**config.mk**
```make
export PLATFORM = sky130hd
export DESIGN_NAME = instr_decode_queue_flat
export DESIGN_NICKNAME = d
export VERILOG_FILES = /design/src/rtl/instr_decode_queue_pkg.sv /design/src/rtl/instr_decode_queue_if.sv /design/src/rtl/instr_decode_queue_state_decode.sv /design/src/rtl/instr_decode_queue.sv /design/src/flat_wrapper.sv
export SDC_FILE = /design/constraint.sdc
export NUM_CORES = 1
export LEC_CHECK = 0
export ABC_AREA = 1
export BUFFER_PORTS_ARGS = -buffer_cell sky130_fd_sc_hd__buf_2
export CORE_AREA = 2 2 133 135
export CTS_BUF_LIST = sky130_fd_sc_hd__clkbuf_16
export DETAILED_ROUTE_END_ITERATION = 7
export DIE_AREA = 0 0 135 137
export PLACE_DENSITY = 0.71
export SLEW_MARGIN = 20
export SYNTH_ARGS = -nofsm -noshare
export SYNTH_HDL_FRONTEND = slang
export SYNTH_SLANG_ARGS = --single-unit
```
**constraint.sdc**
```tcl
create_clock -name clk -period 7.38 [get_ports clk]
set_input_delay 0.738 -clock clk [delete_from_list [all_inputs] [get_ports clk]]
set_output_delay 0.738 -clock clk [all_outputs]
set_load 0.01 [all_outputs]
```
**src/rtl/instr_decode_queue_pkg.sv**
```systemverilog
// Shared constants for the instruction decode queue: control-unit start
// state codes and MIPS opcode/funct field values used by the decoder.
package instr_decode_queue_pkg;

    // Width of the native state table; wider STATE_W zero-extends these.
    localparam int CODE_W = 7;

    // Control-unit start states
    localparam logic [CODE_W-1:0] ST_SKIP  = 7'd1;
    localparam logic [CODE_W-1:0] ST_ADDU  = 7'd6;
    localparam logic [CODE_W-1:0] ST_STORE = 7'd7;
    localparam logic [CODE_W-1:0] ST_BEQ   = 7'd11;
    localparam logic [CODE_W-1:0] ST_LOAD  = 7'd13;
    localparam logic [CODE_W-1:0] ST_SUBU  = 7'd17;
    localparam logic [CODE_W-1:0] ST_ADDIU = 7'd18;
    localparam logic [CODE_W-1:0] ST_SLTU  = 7'd19;
    localparam logic [CODE_W-1:0] ST_SLTIU = 7'd20;
    localparam logic [CODE_W-1:0] ST_CLO   = 7'd21;
    localparam logic [CODE_W-1:0] ST_CLZ   = 7'd22;
    localparam logic [CODE_W-1:0] ST_AND   = 7'd23;
    localparam logic [CODE_W-1:0] ST_ANDI  = 7'd24;
    localparam logic [CODE_W-1:0] ST_OR    = 7'd25;
    localparam logic [CODE_W-1:0] ST_ORI   = 7'd26;
    localparam logic [CODE_W-1:0] ST_XOR   = 7'd27;
    localparam logic [CODE_W-1:0] ST_XORI  = 7'd28;
    localparam logic [CODE_W-1:0] ST_NOR   = 7'd29;
    localparam logic [CODE_W-1:0] ST_LUI   = 7'd30;
    localparam logic [CODE_W-1:0] ST_SLL   = 7'd31;
    localparam logic [CODE_W-1:0] ST_SRA   = 7'd32;
    localparam logic [CODE_W-1:0] ST_SRL   = 7'd33;
    localparam logic [CODE_W-1:0] ST_MOVN  = 7'd34;
    localparam logic [CODE_W-1:0] ST_MOVZ  = 7'd35;
    localparam logic [CODE_W-1:0] ST_BGEZ  = 7'd37;
    localparam logic [CODE_W-1:0] ST_BGTZ  = 7'd39;
    localparam logic [CODE_W-1:0] ST_BNE   = 7'd41;
    localparam logic [CODE_W-1:0] ST_BLEZ  = 7'd42;
    localparam logic [CODE_W-1:0] ST_JR    = 7'd44;
    localparam logic [CODE_W-1:0] ST_MFHI  = 7'd45;
    localparam logic [CODE_W-1:0] ST_MFLO  = 7'd46;
    localparam logic [CODE_W-1:0] ST_MTHI  = 7'd47;
    localparam logic [CODE_W-1:0] ST_MTLO  = 7'd48;
    localparam logic [CODE_W-1:0] ST_MULTU = 7'd49;
    localparam logic [CODE_W-1:0] ST_SD    = 7'd50;

    // Primary opcodes (instr[31:26])
    localparam logic [5:0] OP_SPECIAL  = 6'h00;
    localparam logic [5:0] OP_REGIMM   = 6'h01;
    localparam logic [5:0] OP_BEQ      = 6'h04;
    localparam logic [5:0] OP_BNE      = 6'h05;
    localparam logic [5:0] OP_BLEZ     = 6'h06;
    localparam logic [5:0] OP_BGTZ     = 6'h07;
    localparam logic [5:0] OP_ADDIU    = 6'h09;
    localparam logic [5:0] OP_SLTIU    = 6'h0B;
    localparam logic [5:0] OP_ANDI     = 6'h0C;
    localparam logic [5:0] OP_ORI      = 6'h0D;
    localparam logic [5:0] OP_XORI     = 6'h0E;
    localparam logic [5:0] OP_LUI      = 6'h0F;
    localparam logic [5:0] OP_SPECIAL2 = 6'h1C;
    localparam logic [5:0] OP_LB       = 6'h20;
    localparam logic [5:0] OP_LH       = 6'h21;
    localparam logic [5:0] OP_LW       = 6'h23;
    localparam logic [5:0] OP_LBU      = 6'h24;
    localparam logic [5:0] OP_LHU      = 6'h25;
    localparam logic [5:0] OP_SB       = 6'h28;
    localparam logic [5:0] OP_SH       = 6'h29;
    localparam logic [5:0] OP_SW       = 6'h2B;
    localparam logic [5:0] OP_SD       = 6'h3F;

    // SPECIAL funct codes (instr[5:0])
    localparam logic [5:0] FN_SLL   = 6'h00;
    localparam logic [5:0] FN_SRL   = 6'h02;
    localparam logic [5:0] FN_SRA   = 6'h03;
    localparam logic [5:0] FN_JR    = 6'h08;
    localparam logic [5:0] FN_MOVZ  = 6'h0A;
    localparam logic [5:0] FN_MOVN  = 6'h0B;
    localparam logic [5:0] FN_MFHI  = 6'h10;
    localparam logic [5:0] FN_MTHI  = 6'h11;
    localparam logic [5:0] FN_MFLO  = 6'h12;
    localparam logic [5:0] FN_MTLO  = 6'h13;
    localparam logic [5:0] FN_MULTU = 6'h19;
    localparam logic [5:0] FN_ADDU  = 6'h21;
    localparam logic [5:0] FN_SUBU  = 6'h23;
    localparam logic [5:0] FN_AND   = 6'h24;
    localparam logic [5:0] FN_OR    = 6'h25;
    localparam logic [5:0] FN_XOR   = 6'h26;
    localparam logic [5:0] FN_NOR   = 6'h27;
    localparam logic [5:0] FN_SLTU  = 6'h2B;

    // SPECIAL2 funct codes
    localparam logic [5:0] FN2_CLZ  = 6'h20;
    localparam logic [5:0] FN2_CLO  = 6'h21;

    // REGIMM rt selector for BGEZ
    localparam logic [4:0] RT_BGEZ  = 5'b00001;

endpackage

```
**src/rtl/instr_decode_queue_if.sv**
```systemverilog
// Fetch-side and control-unit-side signals of the decode queue.
// Handshake: a transfer happens on a rising edge where valid and ready are
// both high; valid never waits on ready, and ready never depends
// combinationally on valid (in_ready comes from occupancy only).
interface instr_decode_queue_if #(
    parameter int STATE_W = 7,
    parameter int DEPTH   = 4
);
    localparam int CNT_W = $clog2(DEPTH + 1);

    logic               in_valid;
    logic               in_ready;
    logic [31:0]        in_instr;
    logic               flush;
    logic               out_valid;
    logic               out_ready;
    logic [STATE_W-1:0] out_state;
    logic [31:0]        out_instr;
    logic               out_unknown;
    logic [CNT_W-1:0]   count;
    logic [15:0]        unknown_count;

    // Fetch and control unit together
    modport master (
        output in_valid, in_instr, flush, out_ready,
        input  in_ready, out_valid, out_state, out_instr, out_unknown,
               count, unknown_count
    );

    // The queue itself
    modport slave (
        input  in_valid, in_instr, flush, out_ready,
        output in_ready, out_valid, out_state, out_instr, out_unknown,
               count, unknown_count
    );
endinterface

```
**src/rtl/instr_decode_queue_state_decode.sv**
```systemverilog
// Combinational instruction -> control-unit start state decoder.
// First match wins; anything unmatched is flagged unknown with ST_SKIP.
module state_decode
    import instr_decode_queue_pkg::*;
#(
    parameter int STATE_W = 7
) (
    input  logic [31:0]        instr,
    output logic [STATE_W-1:0] state,
    output logic               unknown
);
    logic [5:0]        op;
    logic [5:0]        funct;
    logic [4:0]        rt;
    logic              special;
    logic [CODE_W-1:0] code;
    logic              unused_rs;

    assign op      = instr[31:26];
    assign funct   = instr[5:0];
    assign rt      = instr[20:16];
    assign special = (op == OP_SPECIAL);
    // The rs field never influences the start state.
    assign unused_rs = ^instr[25:21];

    // Priority decode of the opcode table
    always_comb begin
        code    = ST_SKIP;
        unknown = 1'b0;
        if      (special && funct == FN_ADDU)                          code = ST_ADDU;
        else if (special && funct == FN_SUBU)                          code = ST_SUBU;
        else if (op == OP_ADDIU)                                       code = ST_ADDIU;
        else if (special && funct == FN_MULTU && instr[15:6] == '0)    code = ST_MULTU;
        else if (special && funct == FN_SLTU)                          code = ST_SLTU;
        else if (op == OP_SLTIU)                                       code = ST_SLTIU;
        else if (op == OP_SPECIAL2 && funct == FN2_CLO)                code = ST_CLO;
        else if (op == OP_SPECIAL2 && funct == FN2_CLZ)                code = ST_CLZ;
        else if (special && funct == FN_AND)                           code = ST_AND;
        else if (op == OP_ANDI)                                        code = ST_ANDI;
        else if (special && funct == FN_OR)                            code = ST_OR;
        else if (op == OP_ORI)                                         code = ST_ORI;
        else if (special && funct == FN_XOR)                           code = ST_XOR;
        else if (op == OP_XORI)                                        code = ST_XORI;
        else if (special && funct == FN_NOR)                           code = ST_NOR;
        else if (op == OP_LUI)                                         code = ST_LUI;
        else if (special && funct == FN_SLL)                           code = ST_SLL;
        else if (special && funct == FN_SRA)                           code = ST_SRA;
        else if (special && funct == FN_SRL)                           code = ST_SRL;
        else if (special && funct == FN_MOVN)                          code = ST_MOVN;
        else if (special && funct == FN_MOVZ)                          code = ST_MOVZ;
        else if (special && funct == FN_MFHI)                          code = ST_MFHI;
        else if (special && funct == FN_MFLO)                          code = ST_MFLO;
        else if (special && funct == FN_MTHI)                          code = ST_MTHI;
        else if (special && funct == FN_MTLO)                          code = ST_MTLO;
        else if (op == OP_SB || op == OP_SH || op == OP_SW)            code = ST_STORE;
        else if (op == OP_SD)                                          code = ST_SD;
        else if (op == OP_BEQ)                                         code = ST_BEQ;
        else if (op == OP_REGIMM && rt == RT_BGEZ)                     code = ST_BGEZ;
        else if (op == OP_BGTZ && rt == '0)                            code = ST_BGTZ;
        else if (op == OP_BLEZ && rt == '0)                            code = ST_BLEZ;
        else if (op == OP_BNE)                                         code = ST_BNE;
        else if (special && funct == FN_JR && instr[20:11] == '0)      code = ST_JR;
        else if (op == OP_LW || op == OP_LH || op == OP_LHU ||
                 op == OP_LB || op == OP_LBU)                          code = ST_LOAD;
        else                                                           unknown = 1'b1;
    end

    assign state = STATE_W'(code);

endmodule

```
**src/rtl/instr_decode_queue.sv**
```systemverilog
// Decode queue between instruction fetch and the microcoded control unit.
// Each accepted instruction is decoded at enqueue and stored with its start
// state; unknown opcodes are dropped and counted (skip mode) or stored with
// TRAP_STATE and the unknown flag (trap mode). DEPTH must be a power of two
// so the pointers wrap naturally. Outputs come only from flops, so there is
// no combinational path from the in_* side to the out_* side.
module instr_decode_queue
    import instr_decode_queue_pkg::*;
#(
    parameter int STATE_W         = 7,
    parameter int DEPTH           = 4,
    parameter bit TRAP_ON_UNKNOWN = 1'b0,
    parameter int TRAP_STATE      = 63
) (
    input logic                  clk,
    input logic                  reset,
    instr_decode_queue_if.slave  q
);
    localparam int PTR_W = $clog2(DEPTH);
    localparam int CNT_W = $clog2(DEPTH + 1);

    typedef struct packed {
        logic [31:0]        instr;
        logic [STATE_W-1:0] state;
        logic               unknown;
    } entry_t;

    entry_t             mem_q [DEPTH];
    entry_t             mem_d [DEPTH];
    logic [PTR_W-1:0]   wr_ptr_q, wr_ptr_d;
    logic [PTR_W-1:0]   rd_ptr_q, rd_ptr_d;
    logic [CNT_W-1:0]   count_q, count_d;
    logic [15:0]        unk_cnt_q, unk_cnt_d;

    logic [STATE_W-1:0] dec_state;
    logic               dec_unknown;
    logic               accept;
    logic               push;
    logic               pop;
    entry_t             new_entry;
    entry_t             head;

    state_decode #(.STATE_W(STATE_W)) u_state_decode (
        .instr   (q.in_instr),
        .state   (dec_state),
        .unknown (dec_unknown)
    );

    // Full refuses input even when a pop happens this cycle (no pass-through).
    assign q.in_ready  = (count_q < CNT_W'(DEPTH));
    assign q.out_valid = (count_q != '0);

    // Handshake qualification, enqueue/dequeue and counter next-state
    always_comb begin
        accept = q.in_valid && q.in_ready && !q.flush;
        push   = accept && (!dec_unknown || TRAP_ON_UNKNOWN);
        pop    = q.out_valid && q.out_ready && !q.flush;

        new_entry.instr   = q.in_instr;
        new_entry.state   = dec_unknown ? STATE_W'(TRAP_STATE) : dec_state;
        new_entry.unknown = dec_unknown;

        mem_d     = mem_q;
        wr_ptr_d  = wr_ptr_q;
        rd_ptr_d  = rd_ptr_q;
        count_d   = count_q;
        unk_cnt_d = unk_cnt_q;

        if (q.flush) begin
            wr_ptr_d = '0;
            rd_ptr_d = '0;
            count_d  = '0;
        end else begin
            if (push) begin
                mem_d[wr_ptr_q] = new_entry;
                wr_ptr_d        = wr_ptr_q + 1'b1;
            end
            if (pop) begin
                rd_ptr_d = rd_ptr_q + 1'b1;
            end
            case ({push, pop})
                2'b10:   count_d = count_q + 1'b1;
                2'b01:   count_d = count_q - 1'b1;
                default: count_d = count_q;
            endcase
        end

        // accept already excludes flush cycles
        if (accept && dec_unknown && unk_cnt_q != 16'hFFFF) begin
            unk_cnt_d = unk_cnt_q + 16'd1;
        end
    end

    // Queue storage, pointers and counters
    always_ff @(posedge clk or posedge reset) begin
        if (reset) begin
            mem_q     <= '{default: '0};
            wr_ptr_q  <= '0;
            rd_ptr_q  <= '0;
            count_q   <= '0;
            unk_cnt_q <= '0;
        end else begin
            mem_q     <= mem_d;
            wr_ptr_q  <= wr_ptr_d;
            rd_ptr_q  <= rd_ptr_d;
            count_q   <= count_d;
            unk_cnt_q <= unk_cnt_d;
        end
    end

    // Head entry is masked to zero while the queue is empty.
    assign head            = mem_q[rd_ptr_q];
    assign q.out_state     = q.out_valid ? head.state   : '0;
    assign q.out_instr     = q.out_valid ? head.instr   : '0;
    assign q.out_unknown   = q.out_valid ? head.unknown : 1'b0;
    assign q.count         = count_q;
    assign q.unknown_count = unk_cnt_q;

endmodule
```
**src/flat_wrapper.sv**
```systemverilog
// flat-port wrapper written by rule: the top's interface ports become plain ports
module instr_decode_queue_flat import instr_decode_queue_pkg::*;
#(
    parameter int STATE_W         = 7,
    parameter int DEPTH           = 4,
    parameter bit TRAP_ON_UNKNOWN = 1'b0,
    parameter int TRAP_STATE      = 63
)
  (clk, reset, q_in_valid, q_in_instr, q_flush, q_out_ready, q_in_ready, q_out_valid, q_out_state, q_out_instr, q_out_unknown, q_count, q_unknown_count);
  instr_decode_queue_if #(.STATE_W(STATE_W), .DEPTH(DEPTH)) q_i ();
  input logic clk;
  input logic reset;
  input wire logic [$bits(q_i.in_valid)-1:0] q_in_valid;
  input wire logic [$bits(q_i.in_instr)-1:0] q_in_instr;
  input wire logic [$bits(q_i.flush)-1:0] q_flush;
  input wire logic [$bits(q_i.out_ready)-1:0] q_out_ready;
  output wire logic [$bits(q_i.in_ready)-1:0] q_in_ready;
  output wire logic [$bits(q_i.out_valid)-1:0] q_out_valid;
  output wire logic [$bits(q_i.out_state)-1:0] q_out_state;
  output wire logic [$bits(q_i.out_instr)-1:0] q_out_instr;
  output wire logic [$bits(q_i.out_unknown)-1:0] q_out_unknown;
  output wire logic [$bits(q_i.count)-1:0] q_count;
  output wire logic [$bits(q_i.unknown_count)-1:0] q_unknown_count;
  assign q_i.in_valid = q_in_valid;
  assign q_i.in_instr = q_in_instr;
  assign q_i.flush = q_flush;
  assign q_i.out_ready = q_out_ready;
  assign q_in_ready = q_i.in_ready;
  assign q_out_valid = q_i.out_valid;
  assign q_out_state = q_i.out_state;
  assign q_out_instr = q_i.out_instr;
  assign q_out_unknown = q_i.out_unknown;
  assign q_count = q_i.count;
  assign q_unknown_count = q_i.unknown_count;
  instr_decode_queue #(.STATE_W(STATE_W), .DEPTH(DEPTH), .TRAP_ON_UNKNOWN(TRAP_ON_UNKNOWN), .TRAP_STATE(TRAP_STATE)) u_core (.clk(clk), .reset(reset), .q(q_i));
endmodule
```
After elaboration in Yosys (flattened, before gate mapping):

Cells that the tools add are included.

* add/sub/neg operators: 5
* magnitude comparators: 4
* eq/ne operators: 43
* muxes and demuxes: 84
* bitwise operators: 3
* reduce and logical (&&, ||, !) cells: 51

Operators by type and width (count)
* $mux W6: 34
* $bwmux W160: 1
* $mux W40: 3
* $eq A6 B6 Y1 const B: 17
* $bmux W40 S2: 1
* $demux W40 S2: 1
* $eq A6 B4 Y1 const B: 9
* $eq A6 B5 Y1 const B: 6
* $mux W1: 35
* $logic_and A1 B1 Y1: 33
* $mux W32: 1
* $eq A6 B3 Y1 const B: 4
* $logic_not A10 Y1: 2
* $add A16 B1 Y16 const B: 1
* $ne A16 B16 Y1 const B: 1
* $eq A6 B2 Y1 const B: 2
* $logic_not A6 Y1: 2
* $mux W2: 4
* $mux W7: 1
* $eq A6 B1 Y1 const B: 1
* $ge A3 B3 Y1 const B: 2
* $logic_or A1 B1 Y1: 6
* $not A2 Y3: 2
* $pmux W3 S2: 1
* 16 further kinds: 20

* flip-flop bits (word level): 183
* bits of input ports: 37
* output and inout bits: 61
* word-level logic and storage cells: 206

Logic depth before layout (Yosys ltp):

Gate-level depths: netlist of run 1.

* depth after elaboration: 44
* depth in mapped cells: 20
* depth with buffers taken out: 19

Cells and area by module:

A second synthesis of run 1 with hierarchy kept.

* cell total of the unflattened synthesis: 1251
* area, all modules: 9435.3 um^2

By module, submodules not included
* instr_decode_queue: times used 1, cells each 1061, area an instance 8509.4 um^2
* state_decode: times used 1, cells each 190, area an instance 925.9 um^2

Worst setup path after synthesis of run 1:

OpenSTA, ideal clock, no wires.

* path type: input-to-reg
* start point: input port q_in_instr[27]
* end point: register u_core.count_q[2], in the netlist u_core.q.count[2]
* library setup time: 0.066 ns
* data arrival time: 2.799 ns
* data required time: 7.314 ns
* path slack: 4.515 ns
* stages on the path: 19
* buffers on the path: 1
* cell sequence: buf_4 inv_2 nand2_2 nor2_8 nand2_1 nand2_1 nor2_1 nand2_1 nor2_2 nand2_4 nand2_4 nand2_1 inv_1 fa_1 xor2_1 nand3b_1 nand2_1 nand2_1 nand2_1

* cells in the longest elaborated chain, start to end: 44

Ends and longest elaborated chain
* start, declared: line flat_wrapper.sv:14 `input wire logic [$bits(q_i.in_instr)-1:0] q_in_instr;`
* $eq A6 B6 Y1: line instr_decode_queue_state_decode.sv:63 `else if (op == OP_LW || op == OP_LH || op == OP_LHU ||`
* $logic_or A1 B1 Y1 (3 in series): line instr_decode_queue_state_decode.sv:63
* $logic_or A1 B1 Y1: line instr_decode_queue_state_decode.sv:64 `op == OP_LB || op == OP_LBU) code = ST_LOAD;`
* $mux W1: line instr_decode_queue_state_decode.sv:63
* $mux W1: line instr_decode_queue_state_decode.sv:62 `else if (special && funct == FN_JR && instr[20:11] == '0) code = ST_JR;`
* $mux W1: line instr_decode_queue_state_decode.sv:61 `else if (op == OP_BNE) code = ST_BNE;`
* $mux W1: line instr_decode_queue_state_decode.sv:60 `else if (op == OP_BLEZ && rt == '0) code = ST_BLEZ;`
* $mux W1: line instr_decode_queue_state_decode.sv:59 `else if (op == OP_BGTZ && rt == '0) code = ST_BGTZ;`
* [... 26 more ...]
* $mux W1: line instr_decode_queue_state_decode.sv:32 `else if (op == OP_ADDIU) code = ST_ADDIU;`
* $mux W1: line instr_decode_queue_state_decode.sv:31 `else if (special && funct == FN_SUBU) code = ST_SUBU;`
* $mux W1 *: line instr_decode_queue_state_decode.sv:30 `if (special && funct == FN_ADDU) code = ST_ADDU;`
* $logic_not A1 Y1 *: line instr_decode_queue.sv:56 `push = accept && (!dec_unknown || TRAP_ON_UNKNOWN);`
* $logic_and A1 B1 Y1 *: line instr_decode_queue.sv:56
* $eq A2 B1 Y1 / $eq A2 B2 Y1 (equally long branches): line instr_decode_queue.sv:81 `case ({push, pop})`
* $pmux W3 S2: line instr_decode_queue.sv:81
* $mux W3: line instr_decode_queue.sv:69 `if (q.flush) begin`
* end signal, assigned: line instr_decode_queue.sv:106 `count_q <= count_d;`
* end, declared: line instr_decode_queue.sv:32 `logic [CNT_W-1:0] count_q, count_d;`

Mark *: on every way between the ends. The rest lies on a longest branch, timed or not.
A chain may end at the register's enable or synchronous reset.

Final worst setup path of run 1:

* start point: register u_core.rd_ptr_q[0]
* end point: output port q_out_instr[7]

* cells in the longest elaborated chain, start to end: 5

Ends and longest elaborated chain
* start, declared: line instr_decode_queue.sv:31 `logic [PTR_W-1:0] rd_ptr_q, rd_ptr_d;`
* start signal, assigned: line instr_decode_queue.sv:105 `rd_ptr_q <= rd_ptr_d;`
* $not A2 Y3 (implied by the code): line instr_decode_queue.sv:112 `assign head = mem_q[rd_ptr_q];`
* $bmux W40 S2: line instr_decode_queue.sv:112
* $mux W40 (implied by the code) (2 in series): line instr_decode_queue.sv:112
* $mux W32: line instr_decode_queue.sv:114 `assign q.out_instr = q.out_valid ? head.instr : '0;`
* end, declared: line flat_wrapper.sv:20 `output wire logic [$bits(q_i.out_instr)-1:0] q_out_instr;`

No other way between the ends. The select of a mux whose other input is x is not followed.

==> impl_metrics.toml, run 1 <==
[outcome]
status = "completed"

[routing]
maxUsedRoutingLayer = "met4"
route.detailed.drc = 0
route.met2.wl_mm = 11.3
wl_per_cell_um = 16.0
wirelength_mm = 24.1
routedLengthMet1_mm = 11.2
via_count = 8196
antenna_left = 0
drtIter0Drc = 713
viasPerCell = 5.46
drt_pass1_iterations = 5
wl_met3_mm = 1.14

[worst_setup_path]
cp_num_buf_inv = 2
endpoint_kind = "primary output"
critical_path.max_stage_delay_ps = 770
worst_path_most_repeated_cell = "nor2_1"
worstSetupPathType = "register to primary output"
cp.arrival_ps = 2700
reg2reg_slack_ps = 4620
cp.required_ps = 6640
cp_slowest_cell = "buf_4"
reg2reg_depth = 12
r2r_start = "u_core.q.count[2]"
cp_top_family = "buffers and inverters"
crit_chain = "buf_4 > nor2_1 > nor2_1 > o21ai_0 > a21oi_1 > buf_2"
crit_fanout = 94
r2r_end = "u_core.q.count[2]"
startpoint_type = "register"

[logic_synthesis]
synthAdderAreaFrac_pct = 0.895
synth-seq-cells = 179
synth-compound-area-share_pct = 15.4
synth_top_area_share_pct = 48.5
synth_top_cell_by_area = "dfrtp_1"
synthArstFlopShare_pct = 100
synth_nets = 1247
synth-xor-area-share_pct = 1.52
synth_area_per_cell_um2 = 7.66
synth_top_family_by_area = "simple AND/OR/NAND/NOR gates"
syn_inst = 1204
synth_area_um2 = 9230
synth_most_common_cell = "nand2_1"
synth_simple_gate_area_share_pct = 25.2
yosys-top-cells-area = "dfrtp_1 49%, nand2_1 14%, o21ai_1 6.0%"
yosysSeqAreaShare_pct = 48.5
yosysWarnings = 0
synth_common_cells = "351 x nand2_1, 179 x dfrtp_1, 121 x nor2_1, 110 x o21ai_1, 100 x inv_1"
synth_edf_count = 0
yosysUniqueCellTypes = 41
muxShareOfSynthArea_pct = 0
synth_ff_type = "dfrtp_1"

[cts]
postCtsSetupBuffers = 0
worstSkewPairLatency_ps = 430
cts_num_sinks = 179
cts.clk_slew.worst_paths_ps = 70
cts_hold_buf = 0
htreeDepth = 4
clockRootBuffer = "clkbuf_16"
cts_buffer_depth = 2
cts_tree = "done"
numCtsBuffers = 17
cts_resized = 0

[floorplan]
dieHeight_um = 137
floorplan.initialDensity_pct = 54.1
ioPinCount = 98
core-area_um2 = 17100
die_area_um2 = 18500
rows = 48
fp.dieW_um = 135

[grt]
overflow = 0
grt_pass1_wl_mm = 39.9
antenna_found_initial = 0
grt_max_degree = 95
grt_usage_pct = 27.3
grt_pass1_vias = 7885

[power]
peakVddDrop_mv = 0.192
p_leak_uw = 0.00529
power.density_nw_per_um2 = 269

[timing]
clock_skew_ps = 4.85
final.setup.tns_ps = 0
holdWs_ps = 337
tightest_slew_ps = 933
setup_ws_ps = 3940
slew_violations = 0
fmax_mhz = 291
slew_headroom_pct = 37.8
min_period_over_period_pct = 46.6
grt_setup_unrepaired = "no"
period_needed_ps = 3440
setup_viol = 0
hold_viol = 0

[layout]
final_cells = 1502
drive_above_1_share_pct = 12.9
area_delta_synth_final_pct = 12.7
num_antenna_cells = 0
finalNetCount = 1307

[placement]
place.gp.congestion = 0.942
hpwl_mm = 15.3
port-buffer-count = 96
dpl.cell_count = 1470
dpl_worst_slack_ps = 4020

[run]
cap_viol_max_count = 0

[worst_hold_path]
hold_path_class = "input port to asynchronous set/reset pin"
-- final cells by class --
class                      instances  area (um2)
clock buffer                      17         425
clock inverter                    15         260
fill                            1576        6660
inverter                         115         452
multi-input combinational        850        3980
sequential                       179        4480
tap                              225         282
timing repair buffer             101         518
-- through the flow --
stage               util [%]  total power, uW  cell area [um2]
floorplan                  -             1570             9230
global placement        57.0             1730             9720
detailed placement      57.0             1740             9720
CTS                     61.0             2810            10400
global route            61.0             2940            10400
finish                  61.0             2790            10400
-- per-layer routing --
| layer | global-route usage [%] | up-vias |
|---|---|---|
| li1 | - | 4003 |
| met1 | 37.0 | 3919 |
| met2 | 45.6 | 233 |
| met3 | 4.67 | 41 |
| met4 | 7.75 | 0 |
| met5 | 0 | - |
-- power breakdown --
group	leakage, uW	total [uW]	internal, uW	switching [uW]
logic	0.00269	523	185	337
clock network	0.000338	1060	668	394
registers	0.00226	1210	1120	85.1
total	0.00529	2790	1980	816
-- cell usage in the layout (no fill, tap or decap), drive strengths merged, types with 2 or more instances in the layout --
cell	synthesis	routed
clkinv	1	5
a21oi	64	64
nand3	35	35
xnor2	3	3
clkbuf	28	17
nor3b	2	2
nand2	359	359
o21ai	173	173
xor2	13	13
nand4	13	13
dfrtp	179	179
o211ai	25	25
ha	5	5
inv	114	117
nand3b	4	4
buf	32	101
nor2	125	125
nor3	18	18
o2111ai	2	2
bufinv	0	7
nor4	2	2
-- worst max path at each step --
stage,startpoint,to,cells past startpoint,slack (ps)
6_report,u_core.rd_ptr_q[0],q_out_instr[7],6,3940
3_3_place_gp,q_in_instr[28],u_core.q.count[2],17,4080
3_5_place_dp,q_in_instr[28],u_core.q.count[2],17,4020
5_1_grt,u_core.rd_ptr_q[0],q_out_instr[7],6,3780
2_1_floorplan,reset,u_core.mem_q[0],1,1780
4_1_cts,u_core.rd_ptr_q[0],q_out_instr[7],6,3940
-- sequential cells by signal, summed over array words and instances (netlist names) --
register / count
u_core.mem_q: 156
u_core.q.unknown_count: 16
u_core.q.count: 3
u_core.rd_ptr_q: 2
u_core.wr_ptr_q: 2
-- logic make-up (layout without fill, tap and decap cells) --
group,after synthesis,in the layout
AO/OA/AOI/OAI,268,268
AND/OR/NAND/NOR,559,559
other,1,1
adder cells (fa/ha/maj),6,6
buffers and inverters,175,248
flip-flops,179,179
XOR/XNOR,16,16
-- worst reg2reg max path, stage by stage (launching register included) --
cell,delay (ps)
dfrtp_1,440
nor3_2,780
inv_1,120
nand2_1,170
nor2_1,70
nand2_1,150
inv_1,70
fa_1,370
xor2_1,190
nand3b_1,130
nand2_1,50
nand2_1,60
nand2_1,40
Power figures use the tool's default switching activity.
==> run 2, diff against run 1 <==
--- a/config.mk
+++ b/config.mk
@@ -5,12 +5,12 @@
 export SDC_FILE = /design/constraint.sdc
 export NUM_CORES = 1
 export LEC_CHECK = 0
-export ABC_AREA = 1
+export ABC_AREA = 0
 export BUFFER_PORTS_ARGS = -buffer_cell sky130_fd_sc_hd__buf_2
-export CORE_AREA = 2 2 133 135
+export CORE_AREA = 2 2 135 137
 export CTS_BUF_LIST = sky130_fd_sc_hd__clkbuf_16
 export DETAILED_ROUTE_END_ITERATION = 7
-export DIE_AREA = 0 0 135 137
+export DIE_AREA = 0 0 137 139
 export PLACE_DENSITY = 0.71
 export SLEW_MARGIN = 20
 export SYNTH_ARGS = -nofsm -noshare
==> constraint.sdc (replaced) <==
create_clock -name clk -period 3.3 [get_ports clk]
set_input_delay 0.33 -clock clk [delete_from_list [all_inputs] [get_ports clk]]
set_output_delay 0.33 -clock clk [all_outputs]
set_load 0.01 [all_outputs]
==> run 2 against run 1 <==
Sequential share of layout area decreased by 1.9 points; critical endpoint is now u_core.q.count[1]; clock skew increased by 2.9 ps; utilization increased by 0.58 points; critical path depth increased by 5; sequential cell count unchanged; register-to-register slack got worse by 3800 ps; highest routed layer unchanged.
==> impl_metrics.toml, run 2 <==
[outcome]
status = "completed"

[power]
power_uw = 7380
power.density_nw_per_um2 = 679
p_sw_uw = 2230
pwr-share-seq_pct = 40.2
p_int_uw = 5160
peakVddDrop_mv = 0.506
power_frac_clock_pct = 29.3
p_sw_share_pct = 30.2
p_leak_uw = 0.00530
comb_power_share_pct = 30.6

[cts]
cts_hold_buf = 0
cts_tree = "done"
cts_num_sinks = 179
cts_resized = 0
htreeDepth = 4
clockRootBuffer = "clkbuf_16"
cts_buffer_depth = 2
worstSkewPairLatency_ps = 420
cts.clk_slew.worst_paths_ps = 70
postCtsSetupBuffers = 0
numCtsBuffers = 17

[layout]
final_cells = 1043
drive_above_1_share_pct = 41.8
finalNetCount = 844
area_delta_synth_final_pct = 14.7
num_antenna_cells = 0
final_cell_mix = "177 x dfrtp_1, 100 x mux2_4, 96 x buf_2"
seqCellArea_um2 = 4480
largest_register = "u_core.mem_q"
nFillCells = 1352
fin_util_pct = 61.6
largest_reg_flops = 156
multi_input_area_um2 = 4660
final_common_cell = "dfrtp_1"

[worst_setup_path]
r2r_end = "u_core.q.count[2]"
endpoint_kind = "register"
worstSetupPathType = "input port to register"
startpoint_type = "input port"
r2r_start = "u_core.q.count[2]"
reg2reg_depth = 8
cp.arrival_ps = 2950
cp.required_ps = 3590
crit_fanout = 25
reg2reg_slack_ps = 870

[grt]
grt_pass1_vias = 6671
grt_pass1_wl_mm = 35.9
grt_max_degree = 180
overflow = 0
grt_usage_pct = 24.2
antenna_found_initial = 0

[timing]
slew_violations = 0
min_period_over_period_pct = 80.7
grt_setup_unrepaired = "no"
final.setup.tns_ps = 0
setup_viol = 0
fmax_mhz = 376
period_needed_ps = 2660
hold_viol = 0
clock_skew_ps = 7.75
slew_headroom_pct = 34.1
tightest_slew_ps = 989

[logic_synthesis]
yosysSeqAreaShare_pct = 47.3
synth_ff_type = "dfrtp_1"
synth_common_cells = "179 x dfrtp_1, 100 x mux2_4, 45 x and2_1, 41 x nand2_1"
synth_most_common_cell = "dfrtp_1"
syn_inst = 709
yosys-top-cells-area = "dfrtp_1 47%, mux2_4 16%, mux4_2 9.3%"
synth_top_area_share_pct = 47.3
yosysUniqueCellTypes = 67
yosysWarnings = 0
synth_area_um2 = 9470
synthArstFlopShare_pct = 100
synth-seq-cells = 179
synth_edf_count = 0
synth_nets = 752
synth_area_per_cell_um2 = 13.4
synth_top_cell_by_area = "dfrtp_1"

[routing]
via_count = 6235
drtIter0Drc = 458
viasPerCell = 5.98
antenna_left = 0
wirelength_mm = 22.0
wl_per_cell_um = 21.1
drt_pass1_iterations = 4
route.detailed.drc = 0

[run]
cap_viol_max_count = 0

[floorplan]
floorplan.initialDensity_pct = 53.6
ioPinCount = 98
die_area_um2 = 19000
fp.dieW_um = 137
dieHeight_um = 139
rows = 49
core-area_um2 = 17700

[placement]
hpwl_mm = 14.3
dpl.cell_count = 1011
port-buffer-count = 96
place.gp.congestion = 0.904

[worst_hold_path]
hold_path_class = "input port to asynchronous set/reset pin"
==> run 2: per-layer routing <==
layer | GRT usage (%) | vias to the layer above | wire length, um
met3 | 4.61 | 16 | 1010
met4 | 7.16 | 0 | 250
li1 | - | 2774 | -
met1 | 34.2 | 3261 | 10100
met2 | 38.3 | 184 | 10700
met5 | 0 | - | 0
==> run 2: stage by stage <==
stage                     hold WS (ps)  setup WS [ps]  area [um2]
final                              138            637       10900
after global routing               176            431       10900
after CTS                          169            666       10900
after detailed placement           466            249       10200
after global placement             456            277       10200
after floorplan                    445            416        9480
==> run 2: cell families (layout without fill, tap and decap cells) <==
family                   after synthesis  count (layout)  synth area share, %
flip-flops                           179             179                 47.3
XOR/XNOR                              20              20                 1.85
AND/OR/NAND/NOR                      200             200                 12.1
adder cells (fa/ha/maj)                6               6                0.872
AO/OA/AOI/OAI                         78              78                 6.09
buffers and inverters                 60             165                 3.61
other                                  1               1               0.0396
multiplexers                         165             165                 28.2
==> run 2: worst max-delay path: stages <==
cell and delay, ps:
buf_2 330, nor3_1 100, o311a_1 360, a221o_1 300, a2111o_1 320, nor2_1 210, nor2b_1 100, nor3_1 240
fa_1 450, nand2b_1 80, o221ai_1 110
==> run 2: layout make-up <==
class                           count  area share, %
Clock buffer                       17           3.91
Clock inverter                     15           1.86
Inverter                            6          0.242
Multi-Input combinational cell    470           42.9
Sequential cell                   179           41.2
Tap cell                          229           2.64
Timing Repair Buffer              127           7.25
==> run 2: how the worst max path moves through the flow <==
stage,startpoint,to,slack (ps),depth (start not counted)
floorplan,q_in_instr[26],u_core.q.count[2],420,13
global placement,q_in_instr[28],u_core.q.count[1],280,11
detailed placement,q_in_instr[28],u_core.q.count[1],250,11
CTS,q_in_instr[13],u_core.q.count[2],670,12
global route,q_in_instr[13],u_core.q.count[2],430,12
finish,q_in_instr[28],u_core.q.count[1],640,11
==> run 2: power by group through the flow <==
stage | registers, uW | clock network (uW) | logic [uW]
floorplan | 2870 | 0 | 1630
global placement | 2950 | 0 | 2220
detailed placement | 2990 | 0 | 2270
CTS | 2960 | 2200 | 2280
global route | 3010 | 2300 | 2440
finish | 2970 | 2160 | 2260
